$ cat config.mk
export PLATFORM = sky130hd
export DESIGN_NAME = lz4_block_scheduler
export DESIGN_NICKNAME = d
export VERILOG_FILES = /design/src/rtl/lz4_block_scheduler.sv
export SDC_FILE = /design/constraint.sdc
export NUM_CORES = 1
export LEC_CHECK = 0
export ABC_AREA = 1
export BUFFER_PORTS_ARGS = -buffer_cell sky130_fd_sc_hd__clkbuf_2
export CAP_MARGIN = 20
export CORE_MARGIN = 2
export CORE_UTILIZATION = 45
export DETAILED_ROUTE_END_ITERATION = 8
export GPL_TIMING_DRIVEN = 0
export PLACE_DENSITY = 0.71
export SLEW_MARGIN = 30
export SYNTH_ARGS = -nofsm -noshare
export SYNTH_HDL_FRONTEND = slang
export SYNTH_SLANG_ARGS = --single-unit
$ cat constraint.sdc
create_clock -name clk -period 2.3 [get_ports clk]
set_clock_uncertainty 0.2 [all_clocks]
set_input_delay 0.46 -clock clk [delete_from_list [all_inputs] [get_ports clk]]
set_output_delay 0.46 -clock clk [all_outputs]
set_load 0.02 [all_outputs]
$ cat src/rtl/lz4_block_scheduler.sv
// Round-robin scheduler sharing one LZ4 decompressor between two length-prefixed block sources.
// Optional requester stall watchdog is enabled by defining LZ4_SCHED_TIMEOUT_EN.
module lz4_block_scheduler #(
  parameter int word_size      = 8,
  parameter int len_width      = 16,
  parameter int timeout_cycles = 255
) (
  input  logic                   clk,
  input  logic                   reset,
  input  logic [1:0]             req_valid,
  input  logic [2*word_size-1:0] req_word,
  output logic [1:0]             req_ready,
  input  logic                   dec_ready,
  output logic [word_size-1:0]   compressed_word,
  output logic                   write,
  output logic                   active_src,
  output logic                   busy,
  output logic                   block_done,
  output logic                   timeout_err
);
  // Handshake: a byte moves on requester n exactly when req_valid[n] & req_ready[n]
  // at a rising edge; valid never waits for ready and ready never waits for valid.

  typedef enum logic [2:0] {IDLE, LEN_LO, LEN_HI, STREAM, DONE} state_t;

  state_t               state;
  logic                 ptr;
  logic [word_size-1:0] len_lo;
  logic [len_width-1:0] count;
  logic [word_size-1:0] sel_word;
  logic                 sel_valid;
  logic                 xfer;
  logic                 stall_hit;
  logic [len_width-1:0] header;

  always_comb begin
    sel_word  = active_src ? req_word[word_size +: word_size] : req_word[word_size-1:0];
    sel_valid = req_valid[active_src];
    req_ready = 2'b00;
    if (state == LEN_LO || state == LEN_HI) begin
      req_ready[active_src] = 1'b1;
    end else if (state == STREAM) begin
      req_ready[active_src] = dec_ready;
    end
    xfer   = sel_valid && req_ready[active_src];
    header = len_width'({sel_word, len_lo});
  end

`ifdef LZ4_SCHED_TIMEOUT_EN
  localparam int stall_w = $clog2(timeout_cycles + 1);

  logic [stall_w-1:0] stall_cnt;
  logic               in_block;

  // Only a silent requester counts; decompressor back-pressure is not its fault.
  assign in_block  = (state == LEN_LO) || (state == LEN_HI) || (state == STREAM);
  assign stall_hit = in_block && !sel_valid && (stall_cnt == stall_w'(timeout_cycles - 1));

  always_ff @(posedge clk or negedge reset) begin
    if (!reset) begin
      stall_cnt <= '0;
    end else if (!in_block || xfer) begin
      stall_cnt <= '0;
    end else if (!sel_valid) begin
      stall_cnt <= stall_cnt + 1'b1;
    end
  end
`else
  logic unused_timeout_cfg;

  assign unused_timeout_cfg = (timeout_cycles != 0);
  assign stall_hit          = 1'b0;
`endif

  always_ff @(posedge clk or negedge reset) begin
    if (!reset) begin
      state           <= IDLE;
      ptr             <= 1'b0;
      active_src      <= 1'b0;
      busy            <= 1'b0;
      len_lo          <= '0;
      count           <= '0;
      compressed_word <= '0;
      write           <= 1'b0;
      block_done      <= 1'b0;
      timeout_err     <= 1'b0;
    end else begin
      write       <= 1'b0;
      block_done  <= 1'b0;
      timeout_err <= 1'b0;
      case (state)
        IDLE: begin
          if (|req_valid) begin
            active_src <= req_valid[ptr] ? ptr : ~ptr;
            busy       <= 1'b1;
            state      <= LEN_LO;
          end
        end
        LEN_LO: begin
          if (xfer) begin
            len_lo <= sel_word;
            state  <= LEN_HI;
          end
        end
        LEN_HI: begin
          if (xfer) begin
            if (header == '0) begin
              busy       <= 1'b0;
              block_done <= 1'b1;
              state      <= DONE;
            end else begin
              count <= header;
              state <= STREAM;
            end
          end
        end
        STREAM: begin
          if (xfer) begin
            compressed_word <= sel_word;
            write           <= 1'b1;
            count           <= count - 1'b1;
            if (count == len_width'(1)) begin
              busy       <= 1'b0;
              block_done <= 1'b1;
              state      <= DONE;
            end
          end
        end
        DONE: begin
          ptr   <= ~active_src;
          state <= IDLE;
        end
        default: state <= IDLE;
      endcase
      // Watchdog abort drops the rest of the block and hands the grant on.
      if (stall_hit) begin
        busy        <= 1'b0;
        block_done  <= 1'b1;
        timeout_err <= 1'b1;
        state       <= DONE;
      end
    end
  end

endmodule
==> results of run 1 <==
-- placed cells by master (no fill, tap or decap), types with 2 or more instances in the layout --
cell / count
nand3_4: 2
nor2_2: 2
nand3_1: 28
ha_1: 2
inv_1: 34
o21ai_1: 13
buf_6: 3
a31oi_1: 2
o21ai_2: 4
clkbuf_2: 33
dfrtp_1: 39
nand2_1: 139
o21ai_0: 14
buf_4: 2
nor2_4: 4
nand3b_1: 2
nand2_2: 5
clkbuf_8: 5
nand4_1: 9
nor2_1: 36
inv_2: 5
buf_2: 6
-- registers in the layout, indices dropped and copies added (netlist names) --
signal,count
active_src,1
block_done,1
busy,1
compressed_word,8
count,16
len_lo,8
ptr,1
state,3
write,1
-- worst register-to-register path, cell delays in order, from the launching register on --
cell     delay, ns
dfrtp_1       0.39
buf_6         0.14
buf_6         0.14
nand2_2       0.05
nand2_1       0.09
nor2_1        0.11
nand2_1       0.10
nor2_4        0.13
nand3_4       0.16
buf_2         0.24
nand4_1       0.10
nand2_1       0.05
-- layout make-up --
cell class | instances | share of cell area (%)
Clock buffer | 5 | 2.38
Sequential cell | 40 | 34.7
Tap cell | 72 | 3.12
Multi-Input combinational cell | 273 | 44.2
Buffer | 11 | 2.73
Timing Repair Buffer | 35 | 6.33
Clock inverter | 3 | 1.47
Inverter | 39 | 5.07
-- kinds of logic (layout without fill, tap and decap cells) --
group / after synthesis / after routing / synth area share, %
AND/OR/NAND/NOR: 232 / 232 / 41.0
buffers and inverters: 50 / 93 / 9.00
flip-flops: 40 / 40 / 40.0
AO/OA/AOI/OAI: 36 / 36 / 8.10
adder cells (fa/ha/maj): 2 / 2 / 1.00
XOR/XNOR: 2 / 2 / 0.700
other: 1 / 1 / 0.150
-- path summary, 6_finish.rpt --
kind | depth (start not counted) | startpoint | to
worst max-delay path | 7 | state[2]$_DFFE_PN0P_ | req_ready[0]
worst min-delay path | 3 | req_word[12] | compressed_word[4]$_DFFE_PN0P_
worst max register to register | 11 | active_src$_DFFE_PN0P_ | count[10]$_DFFE_PN0P_
worst min register to register | 2 | compressed_word[5]$_DFFE_PN0P_ | compressed_word[5]$_DFFE_PN0P_
max in group asynchronous | 2 | reset | state[1]$_DFFE_PN0P_
min in group asynchronous | 2 | reset | count[7]$_DFFE_PN0P_
-- routing by layer --
layer / up-vias / part of all wire, % / GRT usage (%)
met4: 0 / 1.5 / 7.19
met5: - / 0 / 0
li1: 1221 / - / -
met2: 55 / 46 / 35.3
met3: 11 / 4.3 / 4.60
met1: 1067 / 48 / 28.6
-- stage by stage --
step	cell area [um^2]	setup slack (ns)	util (%)
floorplan	2500	0.436	-
global placement	2760	0.312	50.8
finish	2890	0.129	53.1
detailed placement	2770	0.302	50.8
CTS	2890	0.0741	53.1
global route	2890	0.00980	53.1
-- report_power, final --
group / leakage (uW) / total [uW] / internal [uW] / switching (uW)
Sequential: 0.000506 / 1300 / 1010 / 298
Clock: 0.0000541 / 589 / 321 / 268
Combinational: 0.000975 / 2050 / 714 / 1340
-- what timing repair did --
action / in CTS / in global routing
endpoints found under the setup margin: 0 / 2
gates resized for setup: 0 / 1
hold buffers: 1 / 0
hold endpoints to repair: 21 / 0
==> reports/qor.txt, run 1 <==
========================================================================================
Leakage dissipation                                                           0.00154 uW
Net count after synthesis                                                            386
Wirelength, routed                                                               6020 um
Number of port buffers                                                                34
H-tree lvl count                                                                       2
Clk buf depth                                                                          2
Wire length of the first global-routing pass                                    10500 um
Family with the most delay on the worst path                                simple AND/OR/NAND/NOR gates
Area growth syn-to-layout                                                          15.4%
Vias/cell                                                                           4.92
Worst relative slew slack                                                          61.5%
Data required time of the critical path                                          1.64 ns
Path category of the worst min-delay check                                  primary input to flip-flop
Full die area                                                               0.00617 mm^2
Initial Util                                                                       46.0%
Number of global-route vias before repair                                           2304
Site Rows                                                                             27
Most numerous cell in the Yosys netlist                                          nand2_1
Number of search-and-repair iterations in the first detailed-routing pass              4
Post-synth top area share                                                          40.0%
Actual slew at the worst max-slew pin                                           0.577 ns
Antenna Cells                                                                          0
Kind of launch point of the worst setup path                                   flip-flop
Worst skew pair latency                                                          0.30 ns
Synthesized cell area                                                       0.00250 mm^2
Cell total after placement                                                           469
Final net count                                                                      428
Setup violation total in the final timing report                                       0
Height of the chip                                                               78.6 um
Max-cap violations                                                                     0
Overflow left after global routing                                                     0
Kind of critical path                                                       flip-flop to primary output
GRT Util Overall                                                                   21.7%
Total power draw                                                                 3950 uW
Remaining design rule violation count                                                  0
Crit path arrival time                                                           1.51 ns
Async S/R FF share, synth                                                           100%
Post-synth EDFFs                                                                       0
Root Driver                                                                     clkbuf_8
Status                                                                      finished clean
GPL Wtd Cong                                                                       0.873
Top FF cell, synth                                                               dfrtp_1
CP max-delay cell                                                                dfrtp_1
Detailed Route Iter0 Violations                                                      147
Power density normalized to cell area                                       1370 mW/mm^2
Footprint of the multi-input gates                                          0.00128 mm^2
Tightest hold margin                                                            0.223 ns
Average instance area after synthesis                                          6.89 um^2
Post-detail-place hpwl                                                           4540 um
Leading area contributor after synthesis                                         dfrtp_1
Proportion of synthesized chip area in sequential cells                            40.0%
Antenna-violating nets left                                                            0
Setup crit end kind                                                         primary output
Number of clock sinks                                                                 40
Initial antenna violation count                                                        0
Reg-to-reg setup timing slack                                                    0.29 ns
Post-Syn Instances                                                                   363
Proportion of layout cells with a drive suffix above 1                             19.2%
Post-CTS setup-driven buffer insertion count                                           0
Final hold violations                                                                  0
Stage delay of the slowest cell on the critical path                             0.43 ns
Clock slew seen by the registers of the worst setup and hold paths               0.08 ns
Final max-slew violation count                                                         0
Commonest cells post-synth                                                  139 x nand2_1, 40 x dfrtp_1, 36 x nor2_1
Detail-routed net length per standard cell                                       12.6 um
Setup tns final                                                                     0 ns
DIE WIDTH                                                                        78.6 um
Number of cells in the finished layout apart from fillers                            478
Maximum number of pins on one net before global-route repair                          41
Ordered cell list for the critical path                                     nor2_2 > inv_2 > nand2_2 > and2_1 > inv_1 > nor2_1 > clkbuf_2
Share of the clock period used by the worst path                                   94.4%
Boundary Pins                                                                         36
TritonCTS clock tree                                                               built
Placeable core region                                                       0.00544 mm^2
Setup repair after global routing missed its margin                                   no
Filler Cell Count                                                                    551
Yosys warnings                                                                         0
Number of different library cells in the post-synthesis netlist                       31
Critical Path Fanout Max                                                               4
Routed vias                                                                         2354
Maximum operating frequency                                                    0.461 GHz
Number of clock buffers inserted by TritonCTS                                          5
Area taken by flip-flops and latches                                        0.00100 mm^2
Number of register bits inferred by synthesis                                         40
Largest voltage drop on the vdd net                                               733 uV
Main area contributors after synthesis                                      dfrtp_1 40%, nand2_1 21%, nand3_1 5.6%, nor2_1 5.4%, inv_1 5.1%
Shortest period the worst path allows                                            2.17 ns
CP bufs+invs                                                                           3
========================================================================================
(Power assumes the default switching activity.)
==> run 2, diff against run 1 <==
--- a/config.mk
+++ b/config.mk
@@ -11,7 +11,7 @@
 export CORE_MARGIN = 2
 export CORE_UTILIZATION = 45
 export DETAILED_ROUTE_END_ITERATION = 8
-export GPL_TIMING_DRIVEN = 0
+export GPL_TIMING_DRIVEN = 1
 export PLACE_DENSITY = 0.71
 export SLEW_MARGIN = 30
 export SYNTH_ARGS = -nofsm -noshare
==> run 2 against run 1 <==
Effect of this change: register-to-register slack lost 0.02 ns; clock-buffer cell count is the same; setup slack gained 0.033 ns; total power grew 5.1%; fmax grew 1.5%; global-route usage shrank 1.1 points; worst hold slack lost 0.0023 ns; via count shrank 1.7%; utilization grew 0.76 points; first-iteration DRC count grew 9.5%; die area is the same; critical path type unchanged.
==> reports/qor.txt, run 2 (same netlist as run 1, synthesis figures left out) <==
========================================================================================
Filler Cell Count                                                                    535
Seq pwr share                                                                      31.8%
Remaining design rule violation count                                                  0
CP max-delay cell                                                                dfrtp_1
Number of global-route vias before repair                                           2186
Number of clock buffers inserted by TritonCTS                                          5
Data required time of the critical path                                          1.64 ns
Ordered cell list for the critical path                                     nor2_2 > inv_2 > nand2_2 > and2_1 > inv_1 > nor2_1 > clkbuf_2
Post-detail-place hpwl                                                           4360 um
Share of total power consumed by net switching                                     45.6%
Full die area                                                               0.00617 mm^2
Antenna Cells                                                                          0
Total non-filler cell area in the finished layout                           0.00293 mm^2
Overflow left after global routing                                                     0
Depth of the most critical reg-to-reg path                                            10
Most common cell after layout, fill and taps aside                               nand2_1
Number of search-and-repair iterations in the first detailed-routing pass              4
Wire length of the first global-routing pass                                    10100 um
Share of the clock period used by the worst path                                   93.0%
Maximum number of pins on one net before global-route repair                          23
GPL Wtd Cong                                                                       0.830
Number of clock sinks                                                                 40
Setup repair after global routing missed its margin                                   no
Power density normalized to cell area                                       1420 mW/mm^2
Setup crit end kind                                                         primary output
Instance area at placement                                                  0.00275 mm^2
Top library cells by usage in the layout, fill and taps aside               139 x nand2_1, 38 x dfrtp_1, 36 x nor2_1
Height of the chip                                                               78.6 um
Worst skew pair latency                                                          0.30 ns
GRT Util Overall                                                                   20.5%
Proportion of layout cells with a drive suffix above 1                             18.7%
Largest voltage drop on the vdd net                                               648 uV
Final max-slew violation count                                                         0
Wirelength, routed                                                               5760 um
NetSw                                                                            1890 uW
CP endpoint                                                                 req_ready[1]
Crit path arrival time                                                           1.48 ns
Register name with the most flops                                                  count
Area growth syn-to-layout                                                          17.1%
Status                                                                      finished clean
TritonCTS clock tree                                                               built
Maximum operating frequency                                                    0.468 GHz
Reg-to-reg setup timing slack                                                    0.27 ns
Kind of launch point of the worst setup path                                   flip-flop
Internal                                                                         2250 uW
Clock slew seen by the registers of the worst setup and hold paths               0.08 ns
Flip-flop count of the largest register after layout                                  16
Registers with the highest flip-flop counts                                 count: 16 flops, compressed_word: 8 flops, len_lo: 8 flops
Leakage dissipation                                                           0.00155 uW
Placeable core region                                                       0.00544 mm^2
H-tree lvl count                                                                       2
Actual slew at the worst max-slew pin                                           0.531 ns
Number of port buffers                                                                34
Initial Util                                                                       46.0%
R2r endpoint                                                                count[6]$_DFFE_PN0P_
Path category of the worst min-delay check                                  primary input to flip-flop
Worst relative slew slack                                                          64.6%
Setup violation total in the final timing report                                       0
Utilization after layout                                                           53.9%
Share of power burned in the clock network                                         19.5%
Initial antenna violation count                                                        0
Stage delay of the slowest cell on the critical path                             0.44 ns
Final net count                                                                      424
Setup tns final                                                                     0 ns
Number of cells on the worst hold path                                                 3
Detail-routed net length per standard cell                                       12.2 um
Critical register-to-register path startpoint                               active_src$_DFFE_PN0P_
Kind of critical path                                                       flip-flop to primary output
Origin of the worst setup path                                              state[2]$_DFFE_PN0P_
Critical Path Fanout Max                                                               4
Final hold violations                                                                  0
Site Rows                                                                             27
Max-cap violations                                                                     0
Vias/cell                                                                           4.88
DIE WIDTH                                                                        78.6 um
Shortest period the worst path allows                                            2.14 ns
Antenna-violating nets left                                                            0
Boundary Pins                                                                         36
Clk buf depth                                                                          2
Root Driver                                                                     clkbuf_8
Share of power burned in combinational logic                                       48.7%
Detailed Route Iter0 Violations                                                      161
Routed vias                                                                         2314
========================================================================================
[run 2: changes by cell type in the layout (fill, tap and decap cells not counted), sizes merged]
cell / delta
clkinv: -1
bufinv: +2
clkinvlp: -1
buf: -4
[run 2: through the flow]
step / cells / total power [uW] / setup WS [ns] / hold WS, ns
6_report: 474 / 4150 / 0.162 / 0.221
3_3_place_gp: 465 / 3290 / 0.282 / 0.257
3_5_place_dp: 465 / 3330 / 0.218 / 0.262
4_1_cts: 474 / 4150 / 0.124 / 0.211
5_1_grt: 474 / 4560 / 0.0139 / 0.245
2_1_floorplan: 363 / 2820 / 0.436 / -0.0356
[run 2: layout make-up]
| type | instances | area [um^2] | area share, % |
|---|---|---|---|
| timing repair buffer | 42 | 245 | 8.37 |
| clock buffer | 5 | 68.8 | 2.35 |
| clock inverter | 3 | 90.1 | 3.08 |
| tap | 72 | 90.1 | 3.08 |
| sequential | 40 | 1000 | 34.3 |
| multi-input combinational | 273 | 1280 | 43.9 |
| inverter | 39 | 146 | 5.00 |
[run 2: routing by layer]
metal	share of wire, %	wire [um]	global-route usage (%)	vias up
met4	1.3	74	6.67	0
met2	44	2530	31.1	61
met1	49	2840	29.3	1027
li1	-	-	-	1217
met3	5.4	312	4.14	9
met5	0	0	0	-
[run 2: worst min path at each step]
| stage | from | to | slack, ns |
|---|---|---|---|
| 2_1_floorplan | reset | active_src$_DFFE_PN0P_ | -0.04 |
| 3_3_place_gp | reset | count[3]$_DFFE_PN0P_ | 0.26 |
| 3_5_place_dp | reset | count[2]$_DFFE_PN0P_ | 0.26 |
| 4_1_cts | req_word[12] | compressed_word[4]$_DFFE_PN0P_ | 0.21 |
| 5_1_grt | req_word[4] | compressed_word[4]$_DFFE_PN0P_ | 0.24 |
| 6_report | req_word[12] | compressed_word[4]$_DFFE_PN0P_ | 0.22 |
[run 2: power groups by stage]
| stage | Sequential [uW] | Clock (uW) | Combinational [uW] |
|---|---|---|---|
| after CTS | 1310 | 821 | 2020 |
| after floorplan | 1330 | 0 | 1490 |
| final | 1320 | 809 | 2020 |
| after global routing | 1370 | 848 | 2340 |
| after detailed placement | 1320 | 0 | 2010 |
| after global placement | 1320 | 0 | 1970 |
[run 2: timing repair]
action | in CTS | in global routing
setup endpoints to repair | 0 | 17
buffers inserted | 0 | 0
hold endpoints to repair | 18 | 0
hold buffers | 1 | 0
resized for setup | 0 | 3
[run 2: worst max-delay path, delay by kind of cell, from the launching register on]
kind / cells / cell delay [ns]
buffers and inverters: 3 / 0.29
AND/OR/NAND/NOR: 4 / 0.46
flip-flops: 1 / 0.44
==> run 3, diff against run 2 <==
--- a/config.mk
+++ b/config.mk
@@ -9,10 +9,10 @@
 export BUFFER_PORTS_ARGS = -buffer_cell sky130_fd_sc_hd__clkbuf_2
 export CAP_MARGIN = 20
 export CORE_MARGIN = 2
-export CORE_UTILIZATION = 45
+export CORE_UTILIZATION = 57
 export DETAILED_ROUTE_END_ITERATION = 8
 export GPL_TIMING_DRIVEN = 1
-export PLACE_DENSITY = 0.71
+export PLACE_DENSITY = 0.86
 export SLEW_MARGIN = 30
 export SYNTH_ARGS = -nofsm -noshare
 export SYNTH_HDL_FRONTEND = slang
==> run 3 against run 2 <==
Effect of this change: first-iteration DRC count decreased by 24%; clock-buffer cell count unchanged; clock power decreased by 25%; global-route usage increased by 4.5 points; critical path type unchanged; largest power group unchanged.
==> reports/qor.txt, run 3 (same netlist as run 1, synthesis figures left out) <==
========================================================================================
Detail-routed net length per standard cell                                       12.6 um
Most common cell after layout, fill and taps aside                               nand2_1
Power density normalized to cell area                                       1390 mW/mm^2
Utilization after layout                                                           66.1%
Instance area at placement                                                  0.00271 mm^2
Clk buf depth                                                                          2
Setup violation total in the final timing report                                       0
Kind of critical path                                                       flip-flop to primary output
Clock slew seen by the registers of the worst setup and hold paths               0.08 ns
CP max-delay cell                                                                dfrtp_2
Leakage dissipation                                                           0.00152 uW
Filler Cell Count                                                                    380
Register name with the most flops                                                  count
Shortest period the worst path allows                                            2.17 ns
Post-detail-place hpwl                                                           4250 um
Number of global-route vias before repair                                           2254
GPL Wtd Cong                                                                       0.882
Ordered cell list for the critical path                                     inv_2 > nor2_2 > inv_2 > nand2_2 > and2_1 > inv_1 > nor2_1 > clkbuf_2
Area growth syn-to-layout                                                          13.4%
DIE WIDTH                                                                        70.3 um
Stage delay of the slowest cell on the critical path                             0.42 ns
Site Rows                                                                             24
Actual slew at the worst max-slew pin                                           0.560 ns
Height of the chip                                                               70.3 um
Flip-flop count of the largest register after layout                                  16
TritonCTS clock tree                                                               built
Number of clock sinks                                                                 40
Status                                                                      finished clean
GRT Util Overall                                                                   25.0%
Number of port buffers                                                                34
Largest voltage drop on the vdd net                                               846 uV
Routed vias                                                                         2409
Kind of launch point of the worst setup path                                   flip-flop
Share of the clock period used by the worst path                                   94.6%
H-tree lvl count                                                                       2
Total power draw                                                                 3940 uW
Detailed Route Iter0 Violations                                                      122
Overflow left after global routing                                                     0
Initial antenna violation count                                                        0
Registers with the highest flip-flop counts                                 count: 16 flops, compressed_word: 8 flops, len_lo: 8 flops
Placeable core region                                                       0.00429 mm^2
Wirelength, routed                                                               5740 um
Proportion of layout cells with a drive suffix above 1                             18.4%
CP bufs+invs                                                                           4
Worst relative slew slack                                                          62.7%
Root Driver                                                                     clkbuf_8
Family with the most delay on the worst path                                simple AND/OR/NAND/NOR gates
Critical Path Fanout Max                                                               5
Data required time of the critical path                                          1.64 ns
Final max-slew violation count                                                         0
Number of search-and-repair iterations in the first detailed-routing pass              4
Wire length of the first global-routing pass                                     9980 um
Full die area                                                               0.00494 mm^2
Path category of the worst min-delay check                                  primary input to flip-flop
Remaining design rule violation count                                                  0
Setup tns final                                                                     0 ns
Total non-filler cell area in the finished layout                           0.00284 mm^2
Maximum operating frequency                                                    0.460 GHz
Final hold violations                                                                  0
Boundary Pins                                                                         36
Initial Util                                                                       58.3%
Top library cells by usage in the layout, fill and taps aside               139 x nand2_1, 39 x dfrtp_1, 36 x nor2_1
Setup crit end kind                                                         primary output
Antenna-violating nets left                                                            0
Crit path arrival time                                                           1.51 ns
Vias/cell                                                                           5.31
Worst skew pair latency                                                          0.30 ns
Antenna Cells                                                                          0
Final net count                                                                      424
Max-cap violations                                                                     0
Most frequent cell on the critical path                                            inv_2
Setup repair after global routing missed its margin                                   no
Maximum number of pins on one net before global-route repair                          23
Number of clock buffers inserted by TritonCTS                                          5
========================================================================================
[run 3: where the power goes]
part / switching [uW] / internal [uW]
Combinational: 1320 / 693
Sequential: 324 / 1010
Clock: 279 / 327
[run 3: through the flow]
stage          hold slack [ns]  instances  setup WS [ns]
2_1_floorplan          -0.0356        363          0.436
3_3_place_gp             0.269        445          0.304
3_5_place_dp             0.274        445          0.250
4_1_cts                  0.226        454         0.0831
5_1_grt                  0.251        454        0.00519
6_report                 0.222        454          0.125
[run 3: metal layers]
layer  vias to the layer above  wire (um)  share of wire [%]  track usage (%)
met5                         -          0                  0                0
met2                        74       2670                 46             39.4
met4                         0         84                1.5             7.48
met1                      1102       2690                 47             35.5
li1                       1222          -                  -                -
met3                        11        296                5.2             4.47
[run 3: worst paths after layout]
path / from / end / slack [ns] / cells after the start
max: state[1]$_DFFE_PN0P_ / req_ready[1] / 0.13 / 8
min: req_word[12] / compressed_word[4]$_DFFE_PN0P_ / 0.22 / 3
max reg2reg: active_src$_DFFE_PN0P_ / count[6]$_DFFE_PN0P_ / 0.20 / 10
min reg2reg: compressed_word[5]$_DFFE_PN0P_ / compressed_word[5]$_DFFE_PN0P_ / 0.29 / 2
max in group asynchronous: reset / state[1]$_DFFE_PN0P_ / 0.85 / 3
min in group asynchronous: reset / len_lo[3]$_DFFE_PN0P_ / 0.48 / 2
[run 3: final cells by class]
class / count / area (um^2) / share of cell area, %
timing repair buffer: 42 / 233 / 8.20
tap: 52 / 65.1 / 2.29
clock inverter: 3 / 46.3 / 1.63
multi-input combinational: 273 / 1280 / 45.0
clock buffer: 5 / 68.8 / 2.43
inverter: 39 / 146 / 5.16
sequential: 40 / 1000 / 35.3
[run 3: timing repair]
action                                 4_1_cts  5_1_grt
setup buffers                                0        0
endpoints found under the hold margin       20        0
resized for setup                            0        1
setup endpoints to repair                    0        2
hold buffers                                 1        0
[run 3: worst min-delay path, cell delays in order]
cell and delay (ns):
clkbuf_2 0.08, nand2_1 0.07, a31oi_1 0.08
